### src/rtl/ehl_gpio_arb.sv
// Round-robin / fixed-priority arbiter sharing one GPIO register update port.
// One registered write/set/clear/invert command and one-hot ack per grant.
module ehl_gpio_arb #(
   parameter int WIDTH     = 32,
   parameter int NREQ      = 4,
   parameter int FIXED_PRI = 0,
   localparam int IDW      = (NREQ > 1) ? $clog2(NREQ) : 1
) (
   input  logic                  clk,
   input  logic                  reset_n,
   input  logic                  en,
   input  logic [NREQ-1:0]       req,
   input  logic [2*NREQ-1:0]     op,
   input  logic [WIDTH*NREQ-1:0] data,
   output logic [NREQ-1:0]       ack,
   output logic                  write_reg,
   output logic [WIDTH-1:0]      data_in,
   output logic [WIDTH-1:0]      set_reg,
   output logic [WIDTH-1:0]      clr_reg,
   output logic [WIDTH-1:0]      inv_reg,
   output logic [IDW-1:0]        grant_id,
   output logic                  busy
);

   logic [NREQ-1:0]  ack_q, ack_d;
   logic             wr_q, wr_d;
   logic [WIDTH-1:0] din_q, din_d;
   logic [WIDTH-1:0] set_q, set_d;
   logic [WIDTH-1:0] clr_q, clr_d;
   logic [WIDTH-1:0] inv_q, inv_d;
   logic [IDW-1:0]   gid_q, gid_d;
   logic [IDW-1:0]   ptr_q, ptr_d;

   logic [NREQ-1:0]  elig;
   logic [IDW-1:0]   start;
   logic [IDW-1:0]   idx;
   logic             gnt_vld;
   logic [IDW-1:0]   gnt_idx;
   logic [1:0]       sel_op;
   logic [WIDTH-1:0] sel_dat;

   // Requester acked this cycle is masked so a held req is not re-granted
   assign elig  = en ? (req & ~ack_q) : '0;
   assign start = (FIXED_PRI != 0) ? '0 : ptr_q;

   always_comb begin
      gnt_vld = 1'b0;
      gnt_idx = '0;
      idx     = '0;
      for (int k = 0; k < NREQ; k++) begin
         idx = IDW'((int'(start) + k) % NREQ);
         if (!gnt_vld && elig[idx]) begin
            gnt_vld = 1'b1;
            gnt_idx = idx;
         end
      end
   end

   assign sel_op  = op[int'(gnt_idx)*2 +: 2];
   assign sel_dat = data[int'(gnt_idx)*WIDTH +: WIDTH];

   always_comb begin
      ack_d = '0;
      wr_d  = 1'b0;
      din_d = '0;
      set_d = '0;
      clr_d = '0;
      inv_d = '0;
      gid_d = gid_q;
      ptr_d = ptr_q;
      if (gnt_vld) begin
         ack_d[gnt_idx] = 1'b1;
         gid_d = gnt_idx;
         if (FIXED_PRI == 0)
            ptr_d = (int'(gnt_idx) == NREQ-1) ? '0 : gnt_idx + IDW'(1);
         unique case (sel_op)
            2'b00: begin
               wr_d  = 1'b1;
               din_d = sel_dat;
            end
            2'b01: set_d = sel_dat;
            2'b10: clr_d = sel_dat;
            2'b11: inv_d = sel_dat;
         endcase
      end
   end

   always_ff @(posedge clk) begin
      if (!reset_n) begin
         ack_q <= '0;
         wr_q  <= 1'b0;
         din_q <= '0;
         set_q <= '0;
         clr_q <= '0;
         inv_q <= '0;
         gid_q <= '0;
         ptr_q <= '0;
      end else begin
         ack_q <= ack_d;
         wr_q  <= wr_d;
         din_q <= din_d;
         set_q <= set_d;
         clr_q <= clr_d;
         inv_q <= inv_d;
         gid_q <= gid_d;
         ptr_q <= ptr_d;
      end
   end

   assign ack       = ack_q;
   assign write_reg = wr_q;
   assign data_in   = din_q;
   assign set_reg   = set_q;
   assign clr_reg   = clr_q;
   assign inv_reg   = inv_q;
   assign grant_id  = gid_q;
   assign busy      = (|(req & ~ack_q)) | (|ack_q);

endmodule

### config.mk
export PLATFORM = sky130hd
export DESIGN_NAME = ehl_gpio_arb
export DESIGN_NICKNAME = d
export VERILOG_FILES = /design/src/rtl/ehl_gpio_arb.sv
export SDC_FILE = /design/constraint.sdc
export NUM_CORES = 1
export LEC_CHECK = 0
export ABC_AREA = 1
export CAP_MARGIN = 20
export CORE_MARGIN = 2
export CORE_UTILIZATION = 39
export CTS_CLUSTER_SIZE = 20
export DETAILED_ROUTE_END_ITERATION = 7
export PLACE_DENSITY = 0.93
export REMOVE_ABC_BUFFERS = 1
export SKIP_LAST_GASP = 1
export SLEW_MARGIN = 20
export SYNTH_ARGS = -nofsm -noshare
export SYNTH_HDL_FRONTEND = slang
export SYNTH_SLANG_ARGS = --single-unit
### constraint.sdc
create_clock -name clk -period 2.8 [get_ports clk]
set_clock_uncertainty 0.2 [all_clocks]
set_input_delay 0.42 -clock clk [delete_from_list [all_inputs] [get_ports clk]]
set_output_delay 0.42 -clock clk [all_outputs]
set_load 0.005 [all_outputs]
## Word level (Yosys, flattened, before mapping)

Index checks and enable logic that the tools add are counted.

- Flip-flop bits (word level): 137
- Bits in latches: 0
- Memory bits (writable): 0
- Memory bits (read-only): 0
- Input port bits: 143
- Logic and storage cells: 63
- Memories kept: 0

- $add $sub $neg: 4
- Multipliers: 0
- Divide/modulo/power cells: 0
- Order comparisons: 6
- Eq/ne operators: 4
- Shift-type cells: 2
- Muxes and demuxes: 21
- Bitwise logic cells: 3
- Reduce and logical (&&, ||, !) cells: 15

Operator list:

| cell | count |
|---|---|
| $shiftx A128 B8 Y32 | 1 |
| $lt A2 B3 Y1 const B | 5 |
| $reduce_and A3 Y1 | 4 |
| $mux W1 | 10 |
| $mux W2 | 5 |
| $bmux W1 S2 | 4 |
| $reduce_or A4 Y1 | 2 |
| $shiftx A8 B4 Y2 | 1 |
| $add A2 B1 Y2 const B | 2 |
| $add A2 B2 Y2 const B | 2 |
| $and A4 B4 Y4 | 1 |
| $eq A2 B1 Y1 const B | 2 |
| $eq A2 B2 Y1 const B | 2 |
| $logic_and A1 B1 Y1 | 4 |
| $mux W4 | 1 |
| $not A4 Y4 | 1 |
| $logic_not A1 Y1 | 3 |
| $demux W1 S2 | 1 |
| $ge A2 B1 Y1 const B | 1 |
| $logic_not A2 Y1 | 1 |
| $reduce_and A2 Y1 | 1 |
| $or A1 B1 Y1 | 1 |

## Longest topological paths before layout

- Depth in word-level cells: 19
- Depth in mapped cells: 18

## Worst setup path before layout

Ideal clock, no wire load.

- Path type: input to register
- Start: input en
- End: register ptr_q[1]
- Arrival: 2.117 ns
- Path slack: 0.363 ns
- Stages: 12
- Path buffers: 2
- Path through: buf_4 nand3_1 nand2_1 nand3_1 nand2_1 inv_1 nand3_1 o21ai_2 clkbuf_1 ha_1 o21ai_0 a21oi_1

- Longest elaborated chain between the ends: 15
- Elaborated cells on any way between the ends: 26

Ends and longest elaborated chain:

| what | RTL line | source |
|---|---|---|
| start: declaration | 11 | `input logic en,` |
| $mux W4 (*) | 43 | `assign elig = en ? (req & ~ack_q) : '0;` |
| $bmux W1 S2 | 52 | `if (!gnt_vld && elig[idx]) begin` |
| $mux W1 (not written as such) | 52 |  |
| $mux W1 | 52 |  |
| $logic_not A1 Y1 | 52 |  |
| $logic_and A1 B1 Y1 | 52 |  |
| $mux W1 | 52 |  |
| $logic_not A1 Y1 | 52 |  |
| $logic_and A1 B1 Y1 | 52 |  |
| $mux W1 | 52 |  |
| $logic_not A1 Y1 | 52 |  |
| $logic_and A1 B1 Y1 | 52 |  |
| $mux W2 (*) | 52 |  |
| net gnt_idx[1] | 38 | `logic [IDW-1:0] gnt_idx;` |
| $add A2 B1 Y2 / $eq A2 B1 Y1 (equally long branches) | 75 | `ptr_d = (int'(gnt_idx) == NREQ-1) ? '0 : gnt_idx + IDW'(1);` |
| $mux W2 (*) | 75 |  |
| end signal: assignment | 106 | `ptr_q <= ptr_d;` |
| end: declaration | 32 | `logic [IDW-1:0] ptr_q, ptr_d;` |

Mark *: on every way through the listed nets, which the timed path passes. The rest lies on a longest branch. The select of a mux whose other input is x is not followed.
A chain may end at the register's enable or synchronous reset.

## Worst setup path in the final report

- Start: input en
- End: register inv_q[28] (netlist: inv_reg[28])

- Longest elaborated chain between the ends: 16
- Elaborated cells on any way between the ends: 27

Ends and longest elaborated chain:

| what | RTL line | source |
|---|---|---|
| $mux W4 (*) | 43 |  |
| branches (longest 15 deep; another with $bmux W1 S2) | -- |  |
| end signal: assignment | 104 | `inv_q <= inv_d;` |
| end: declaration | 30 | `logic [WIDTH-1:0] inv_q, inv_d;` |

Every way passes the cells marked *. The select of a mux whose other input is x is not followed.

==> metrics <==
outcome completed; buffers and inverters on the worst path 4; DRC viols 0; Critical Path Fanout Max 16; drt wl/cell 15.8 um; Synth Flop Type dfxtp_1; FFs w/ async S/R, synth 0; count leader, synth nand2_1; H-tree depth 4; gate count after technology mapping 656; total grt overflow 0; Yosys reg bits 137; Crit. End Element register; Worst R2R Setup Slack 0.22 ns; maximum vdd drop 0.788 mV; Critical path origin en; Leak Pwr 0.00383 uW; gr usage total 0.256; Synth top area share 0.535; final WL 17800 um; Post-DRT Antenna Nets 0; Hold Buf Count CTS 0; crit path kind in2reg; diode count 0; Cell Pwr Density 1570 mW/mm2; RSZ-0062 raised after global routing false; R2R depth 12; CP peak stage delay 0.45 ns; DIE HEIGHT 119 um; Final Hold Fails 0; Synth area leader dfxtp_1; Clock Sinks 137; reg2reg start ptr_q[1]; Post-synth EDFFs 0; CP required 2.90 ns; Unique masters post-synth 27; CORE AREA 0.0127 mm2; Die ar. 0.0141 mm2; min cycle time layout 2.65 ns; via density per instance 4.78; initial antenna violation count 0; Tot Pwr 13900 uW; post-synthesis sequential area ratio 0.535; crit start category input pin; fin crit share 0.945; Critical Path AT 2.74 ns; Hold Path End grant_id[0]; Detailed Place HPWL 13400 um; final setup fails 0; root buffer cell clkbuf_16; vias in the first global route 5627; Worst-Margin Slew 0.279 ns; cell area after placement 0.00824 mm2; Vias 5408; first-pass GRT wire length 28100 um; max-slew violation count 0; Starting DRT DRC Count 386; DR pass1 iterations 7; worst-skew pair later-pin latency 0.41 ns; Top delay family on crit path simple AND/OR/NAND/NOR gates; Hold Path Class reg2reg; CP max-delay cell clkdlybuf4s50_1; origin of the worst min-delay path grant_id[0]; Synth-to-Final Area Change 72.3%; proportion of layout cells with a drive suffix above 1 0.0906; Cell Area, Synth 0.00512 mm2; crit-path most repeated cell nand3_1; synthesis warning total 0; Peak Freq 378 MHz; CP cell instances clkdlybuf4s50_1, buf_4, nand3_1, nand2_1, nand3_1, nand2_1, inv_1, nand3_1, nor2_1, a21oi_4, buf_4, nand3_1, nand2_1, nor2_1; global placement routability congestion 0.926; Area contributors post-synth dfxtp_1, nand2_1, nor2_1; max-cap viol count 0; synth cell count leaders nand2_1, dfxtp_1, nor2_1, nand3_1, inv_1; Die Wd 119 um; # fillers 934; IO Count 279; CTS buffer count 17; reg2reg end inv_reg[28]; starting density of the core 0.403; PortBufs 278; row cnt 41; largest net degree at the start of global routing 29; hold depth 2; Finished Cell Area 0.00883 mm2; Post-layout nets 1094; Mean Syn Cell Area 7.81 um2; TritonCTS clock tree built; Clock Tree Buf Depth 2; Worst slew margin 0.814; CTS clock-pin slew for the worst setup and hold paths 0.06 ns
## placed cells by master (no fill, tap or decap), types with 2 or more instances in the layout
| cell type | n |
|---|---|
| inv_2 | 3 |
| nand4_1 | 10 |
| clkinv_4 | 4 |
| clkinvlp_4 | 3 |
| inv_6 | 4 |
| buf_12 | 13 |
| dfxtp_1 | 136 |
| clkbuf_8 | 2 |
| nand3_1 | 93 |
| ha_1 | 4 |
| nor2_1 | 133 |
| clkbuf_16 | 17 |
| nor2_2 | 3 |
| nand2_2 | 10 |
| nand2_1 | 190 |
| buf_4 | 16 |
| inv_1 | 22 |
| nand3_2 | 2 |
| clkdlybuf4s50_1 | 278 |
| a21oi_1 | 3 |
| nand3_4 | 2 |
## how the worst max path moves through the flow
stage                     cells past startpoint          end
after CTS                                    12  inv_reg[28]
after detailed placement                     14  set_reg[28]
after global placement                       14  set_reg[23]
after floorplan                              12   inv_reg[0]
final                                        14  inv_reg[28]
after global routing                         15  inv_reg[14]
## kinds of logic (layout without fill, tap and decap cells)
logic type / Yosys count / count (layout) / share of synthesized area
compound gates: 8 / 8 / 0.0103
fa+ha+maj: 4 / 4 / 0.00977
buf+inv: 60 / 364 / 0.0686
flops: 137 / 137 / 0.535
simple gates: 447 / 447 / 0.376
## cell type report
type / instances / area (um2) / area share
Timing Repair Buffer: 307 / 3160 / 0.358
Sequential cell: 137 / 2740 / 0.311
Multi-Input combinational cell: 459 / 2050 / 0.232
Clock buffer: 19 / 453 / 0.0513
Tap cell: 172 / 215 / 0.0244
Clock inverter: 13 / 114 / 0.0129
Inverter: 25 / 93.8 / 0.0106
## power breakdown
| group | leakage, uW | switching, uW | internal (uW) |
|---|---|---|---|
| combinational | 0.00245 | 4770 | 3750 |
| sequential | 0.00111 | 320 | 2970 |
| clock | 0.000270 | 880 | 1200 |
| total | 0.00383 | 5970 | 7920 |
## timing repair
item / 4_1_cts / 5_1_grt
resized for setup: 0 / 2
buffers inserted: 0 / 2
setup endpoints to repair: 0 / 73
## through the flow
step	setup TNS (ns)	setup WS (ns)	util	hold slack, ns	cells
finish	0	0.154	0.694	0.281	1132
global route	0	0.0116	0.694	0.290	1132
CTS	0	0.121	0.692	0.275	1130
detailed placement	-19.41	-0.217	0.648	0.258	1098
global placement	-15.05	-0.159	0.648	0.261	1098
floorplan	-42.60	-0.410	-	0.262	621
## metal layers
layer  GRT usage  part of all wire
met5           0                 0
met4       0.127             0.038
met2       0.471              0.51
met3      0.0898             0.081
met1       0.254              0.37
## worst register-to-register path, stage by stage, from the launching register on
cell and delay [ns]:
dfxtp_1 0.45, inv_2 0.12, nand2_2 0.08, nand2_2 0.07, inv_2 0.07, nand3_1 0.09, nand2_2 0.14, nand4_1 0.21
a21oi_4 0.34, buf_4 0.31, nand3_1 0.14, nand2_1 0.17, nor2_1 0.10
Note: power is estimated with default switching activity, not from simulation.
